===== src/rtl/ff_d_addr_bit_scanner.sv =====
// Snapshots a flag vector and streams the address of each set bit, lowest first.
// Optional clear-write back-channel enabled by defining FF_D_ADDR_SCAN_CLEAR_EN.
module ff_d_addr_bit_scanner #(
   parameter int ADDR_LEN = 2,
   parameter int DATA_LEN = 2**ADDR_LEN
) (
   input  logic                clk,
   input  logic                rst_n,
   input  logic                start,
   input  logic [DATA_LEN-1:0] vec_in,
   output logic                busy,
   output logic                out_valid,
   input  logic                out_ready,
   output logic [ADDR_LEN-1:0] out_addr,
   output logic                out_last,
   output logic                done,
   output logic [ADDR_LEN:0]   hit_cnt,
   output logic                clr_wen,
   output logic [ADDR_LEN-1:0] clr_addr,
   output logic                clr_data
);

   typedef enum logic [1:0] {
      S_IDLE = 2'd0,
      S_SCAN = 2'd1,
      S_DONE = 2'd2
   } state_t;

   localparam logic [DATA_LEN-1:0] ONES = {DATA_LEN{1'b1}};

   state_t              state_q, state_d;
   logic [DATA_LEN-1:0] snap_q, snap_d;
   logic [ADDR_LEN-1:0] idx_q, idx_d;
   logic                valid_q, valid_d;
   logic [ADDR_LEN-1:0] addr_q, addr_d;
   logic                last_q, last_d;
   logic [ADDR_LEN:0]   hit_q, hit_d;

   logic [DATA_LEN-1:0] rem_s;
   logic [DATA_LEN-1:0] above_s;
   logic                hs_s;

   // Remaining bits at/above idx, and strictly above idx for the out_last lookahead.
   assign rem_s   = snap_q & (ONES << idx_q);
   assign above_s = snap_q & (ONES << ({1'b0, idx_q} + {{ADDR_LEN{1'b0}}, 1'b1}));
   assign hs_s    = valid_q & out_ready;

   always_ff @(posedge clk) begin
      if (!rst_n) begin
         state_q <= S_IDLE;
         snap_q  <= '0;
         idx_q   <= '0;
         valid_q <= 1'b0;
         addr_q  <= '0;
         last_q  <= 1'b0;
         hit_q   <= '0;
      end else begin
         state_q <= state_d;
         snap_q  <= snap_d;
         idx_q   <= idx_d;
         valid_q <= valid_d;
         addr_q  <= addr_d;
         last_q  <= last_d;
         hit_q   <= hit_d;
      end
   end

   always_comb begin
      state_d = state_q;
      snap_d  = snap_q;
      idx_d   = idx_q;
      valid_d = valid_q;
      addr_d  = addr_q;
      last_d  = last_q;
      hit_d   = hit_q;
      case (state_q)
         S_IDLE: begin
            if (start) begin
               snap_d  = vec_in;
               idx_d   = '0;
               hit_d   = '0;
               state_d = S_SCAN;
            end else begin
               state_d = S_IDLE;
            end
         end
         S_SCAN: begin
            // Presented address is frozen until accepted; scanning resumes after it.
            if (valid_q) begin
               if (hs_s) begin
                  valid_d = 1'b0;
                  hit_d   = hit_q + {{ADDR_LEN{1'b0}}, 1'b1};
                  if (last_q) begin
                     state_d = S_DONE;
                  end else begin
                     idx_d = idx_q + {{(ADDR_LEN-1){1'b0}}, 1'b1};
                  end
               end else begin
                  valid_d = 1'b1;
               end
            end else if (rem_s == '0) begin
               state_d = S_DONE;
            end else if (snap_q[idx_q]) begin
               valid_d = 1'b1;
               addr_d  = idx_q;
               last_d  = (above_s == '0);
            end else begin
               idx_d = idx_q + {{(ADDR_LEN-1){1'b0}}, 1'b1};
            end
         end
         S_DONE: begin
            state_d = S_IDLE;
         end
         default: begin
            state_d = S_IDLE;
         end
      endcase
   end

   assign busy      = (state_q != S_IDLE);
   assign done      = (state_q == S_DONE);
   assign out_valid = valid_q;
   assign out_addr  = addr_q;
   assign out_last  = last_q;
   assign hit_cnt   = hit_q;
   assign clr_data  = 1'b0;

`ifdef FF_D_ADDR_SCAN_CLEAR_EN
   logic                clr_wen_q;
   logic [ADDR_LEN-1:0] clr_addr_q;

   // One-cycle clear pulse for the address consumed on the previous edge.
   always_ff @(posedge clk) begin
      if (!rst_n) begin
         clr_wen_q  <= 1'b0;
         clr_addr_q <= '0;
      end else begin
         clr_wen_q <= hs_s;
         if (hs_s) begin
            clr_addr_q <= addr_q;
         end else begin
            clr_addr_q <= clr_addr_q;
         end
      end
   end

   assign clr_wen  = clr_wen_q;
   assign clr_addr = clr_addr_q;
`else
   assign clr_wen  = 1'b0;
   assign clr_addr = '0;
`endif

endmodule


===== config.mk =====
export PLATFORM = sky130hd
export DESIGN_NAME = ff_d_addr_bit_scanner
export DESIGN_NICKNAME = d
export VERILOG_FILES = /design/src/rtl/ff_d_addr_bit_scanner.sv
export SDC_FILE = /design/constraint.sdc
export NUM_CORES = 1
export LEC_CHECK = 0
export BUFFER_PORTS_ARGS = -buffer_cell sky130_fd_sc_hd__buf_2
export CORE_MARGIN = 4
export CORE_UTILIZATION = 25
export CTS_CLUSTER_SIZE = 10
export DETAILED_ROUTE_END_ITERATION = 10
export RECOVER_POWER = 100
export REMOVE_ABC_BUFFERS = 1
export SLEW_MARGIN = 20
export SYNTH_ARGS = -nofsm -noshare
export SYNTH_HDL_FRONTEND = slang
export SYNTH_SLANG_ARGS = --single-unit

===== constraint.sdc =====
create_clock -name clk -period 2.3 [get_ports clk]
set_clock_uncertainty 0.2 [all_clocks]
set_input_delay 0.345 -clock clk [delete_from_list [all_inputs] [get_ports clk]]
set_output_delay 0.345 -clock clk [all_outputs]
set_load 0.005 [all_outputs]

==> out/results.ini <==
[synthesis]
ys_seq_elements = 15
synthCells = 98
synth_cell_types = 31
synth-async-reset-ratio_pct = 0
syn_area_per_cell_um2 = 8.90
ys_warn_count = 0
ys.flop_type = dfxtp_1
yosysSeqAreaShare_pct = 34.4
synth-edff-count = 0
synth_area_leaders = dfxtp_1, mux2i_1, ha_1
yosys.area.top_type_share_pct = 34.4
synth_top_area_cell = dfxtp_1
synth_area_um2 = 872

[power_and_ir_drop]
p_leak_uw = 0.000376
power-per-cell-area_nw_per_um2 = 550
irDropWorstVdd_mv = 0.153
p_total_uw = 533

[global_routing]
antenna_found_initial = 0
grt_pass1_vias = 677
grt_pass1_wl_um = 2890
grt_overflow = 0
grtUsageTotal_pct = 8.48
grt_max_degree = 13

[sta]
fin_crit_sh_pct = 86.4
fmax_mhz = 503
post-route-min-period_ns = 1.99
tns_ns = 0
finalMaxSlewViolations = 0
rsz0062_at_grt = no
final_hold_viol_count = 0
worst_slew_pin_slew_ns = 1.04
max_slew_margin_pct = 30.3
setup_viol = 0

[finish]
fill_cells = 399
layout-drive-gt1-share_pct = 14.0
post-route-util_pct = 28.8
nets = 128
diodes = 0
final_common_cell = dfxtp_1
instances_no_fill = 160
area_delta_synth_final_pct = 11.2
layout_common_cells = dfxtp_1, nor2_1, buf_2, mux2i_1

[place]
gp_congestion = 0.870
io_buffers = 16
placed_cells = 156
dp_hpwl_um = 1350

[worst_setup_path]
cp_max_fo = 9
r2r_setup_slack_ns = 0.31
reg2reg_to = idx_q[1]
max_stage_delay_ns = 0.62
regToRegStartpoint = idx_q[1]
rr_worst_depth = 4
criticalPathCategory = register to register
crit_slowest_cell = mux4_2
cp.required_ns = 2.27
end_kind = register
critPathTopFamily = multiplexers
cp_num_buf_inv = 0
worstPathCellList = mux4_2 > a41oi_1 > o21ai_0 > mux2i_1
critPathArrivalTime_ns = 1.96
start_kind = register

[min_path]
hold_depth = 3
min_to = snap_q[3]
hp-class = input pin to register
hp-start = vec_in[3]

[cts]
cts_root_buf = clkbuf_4
cts_tree = yes
cts_buffers = 3
htree_levels = 1
cts.path.max_buffers = 2
postCtsSetupRepairBufs = 0
ctsHoldBuffers = 0
clock_sinks = 15
cts_resized = 0
path_clk_slew_ns = 0.09
clock_latency_ns = 0.29

[routing]
viasPerCell = 4.54
num_vias = 726
drt_iter0_markers = 18
drt_pass1_iterations = 4
antenna_left = 0
drt-total-wl_um = 1730
drc = 0
wl_per_cell_um = 10.8

[floorplan]
die_y_um = 67.1
die_w_um = 67.1
fp.coreArea_um2 = 3360
dieArea_um2 = 4500
start_util_pct = 25.9
io_pins = 21
rows = 21

[run]
cap_violations = 0

[run_status]
status = finished, final reports clean

[flip-flops by register name, indices dropped and copies added, names as in the netlist]
register   flops
state_q        2
hit_cnt        3
out_valid      1
snap_q         4
idx_q          2
out_last       1
out_addr       2
[stage by stage]
stage	worst slack [ns]	hold WS, ns	cell area (µm²)
floorplan	0.542	0.270	837
global placement	0.468	0.278	975
detailed placement	0.425	0.280	975
CTS	0.408	0.0842	1000
global route	0.204	0.0998	970
finish	0.314	0.0840	970
[cells by family after synthesis]
logic type	share of synthesized area (%)
compound gates	16.8
flops	34.4
buf+inv	8.32
simple gates	20.1
mux	11.8
xor+xnor	1.00
fa+ha+maj	7.17
other cells	0.430
[worst register-to-register path, cell delays in order, from the launching register on]
cell     delay, ns
dfxtp_1       0.54
mux4_2        0.63
a41oi_1       0.18
o21ai_0       0.16
mux2i_1       0.16
[cells in the mapped netlist (2+ instances only)]
library cell,count
inv_1,7
nand3_1,4
nand2_1,7
dfxtp_1,15
nor2b_1,3
nor2_1,9
a211oi_1,2
buf_4,5
mux2i_1,8
nand2b_1,4
a21oi_1,6
nor3_1,3
a41oi_2,2
ha_1,5
o21ai_0,2
[layer usage]
layer | routed length, µm | GRT usage, % | up-vias
li1 | - | - | 365
met1 | 747 | 9.89 | 342
met2 | 873 | 14.4 | 14
met3 | 51 | 1.18 | 5
met4 | 52 | 5.32 | 0
met5 | 0 | 0 | -
[how the worst max path moves through the flow]
| stage | start | end | depth (start not counted) |
|---|---|---|---|
| 2_1_floorplan | idx_q[1] | idx_q[0] | 4 |
| 3_3_place_gp | idx_q[1] | idx_q[0] | 4 |
| 3_5_place_dp | idx_q[1] | idx_q[1] | 4 |
| 4_1_cts | idx_q[1] | idx_q[1] | 4 |
| 5_1_grt | idx_q[1] | idx_q[0] | 4 |
| 6_report | idx_q[1] | idx_q[1] | 4 |
[power by group]
group	switching [µW]	internal (µW)	total [µW]
combinational	49.3	42.8	92.1
clock	88.9	64.7	154
sequential	16.6	271	288
[area by class of cell]
type                            instances  area [µm²]  area share, %
Inverter                                7        26.3           2.71
Clock inverter                          1        5.00          0.516
Tap cell                               46        57.6           5.94
Sequential cell                        15         300           31.0
Timing Repair Buffer                   16        71.3           7.35
Clock buffer                            3        22.5           2.32
Multi-Input combinational cell         72         487           50.2
Note: power is estimated with default switching activity, not from simulation.
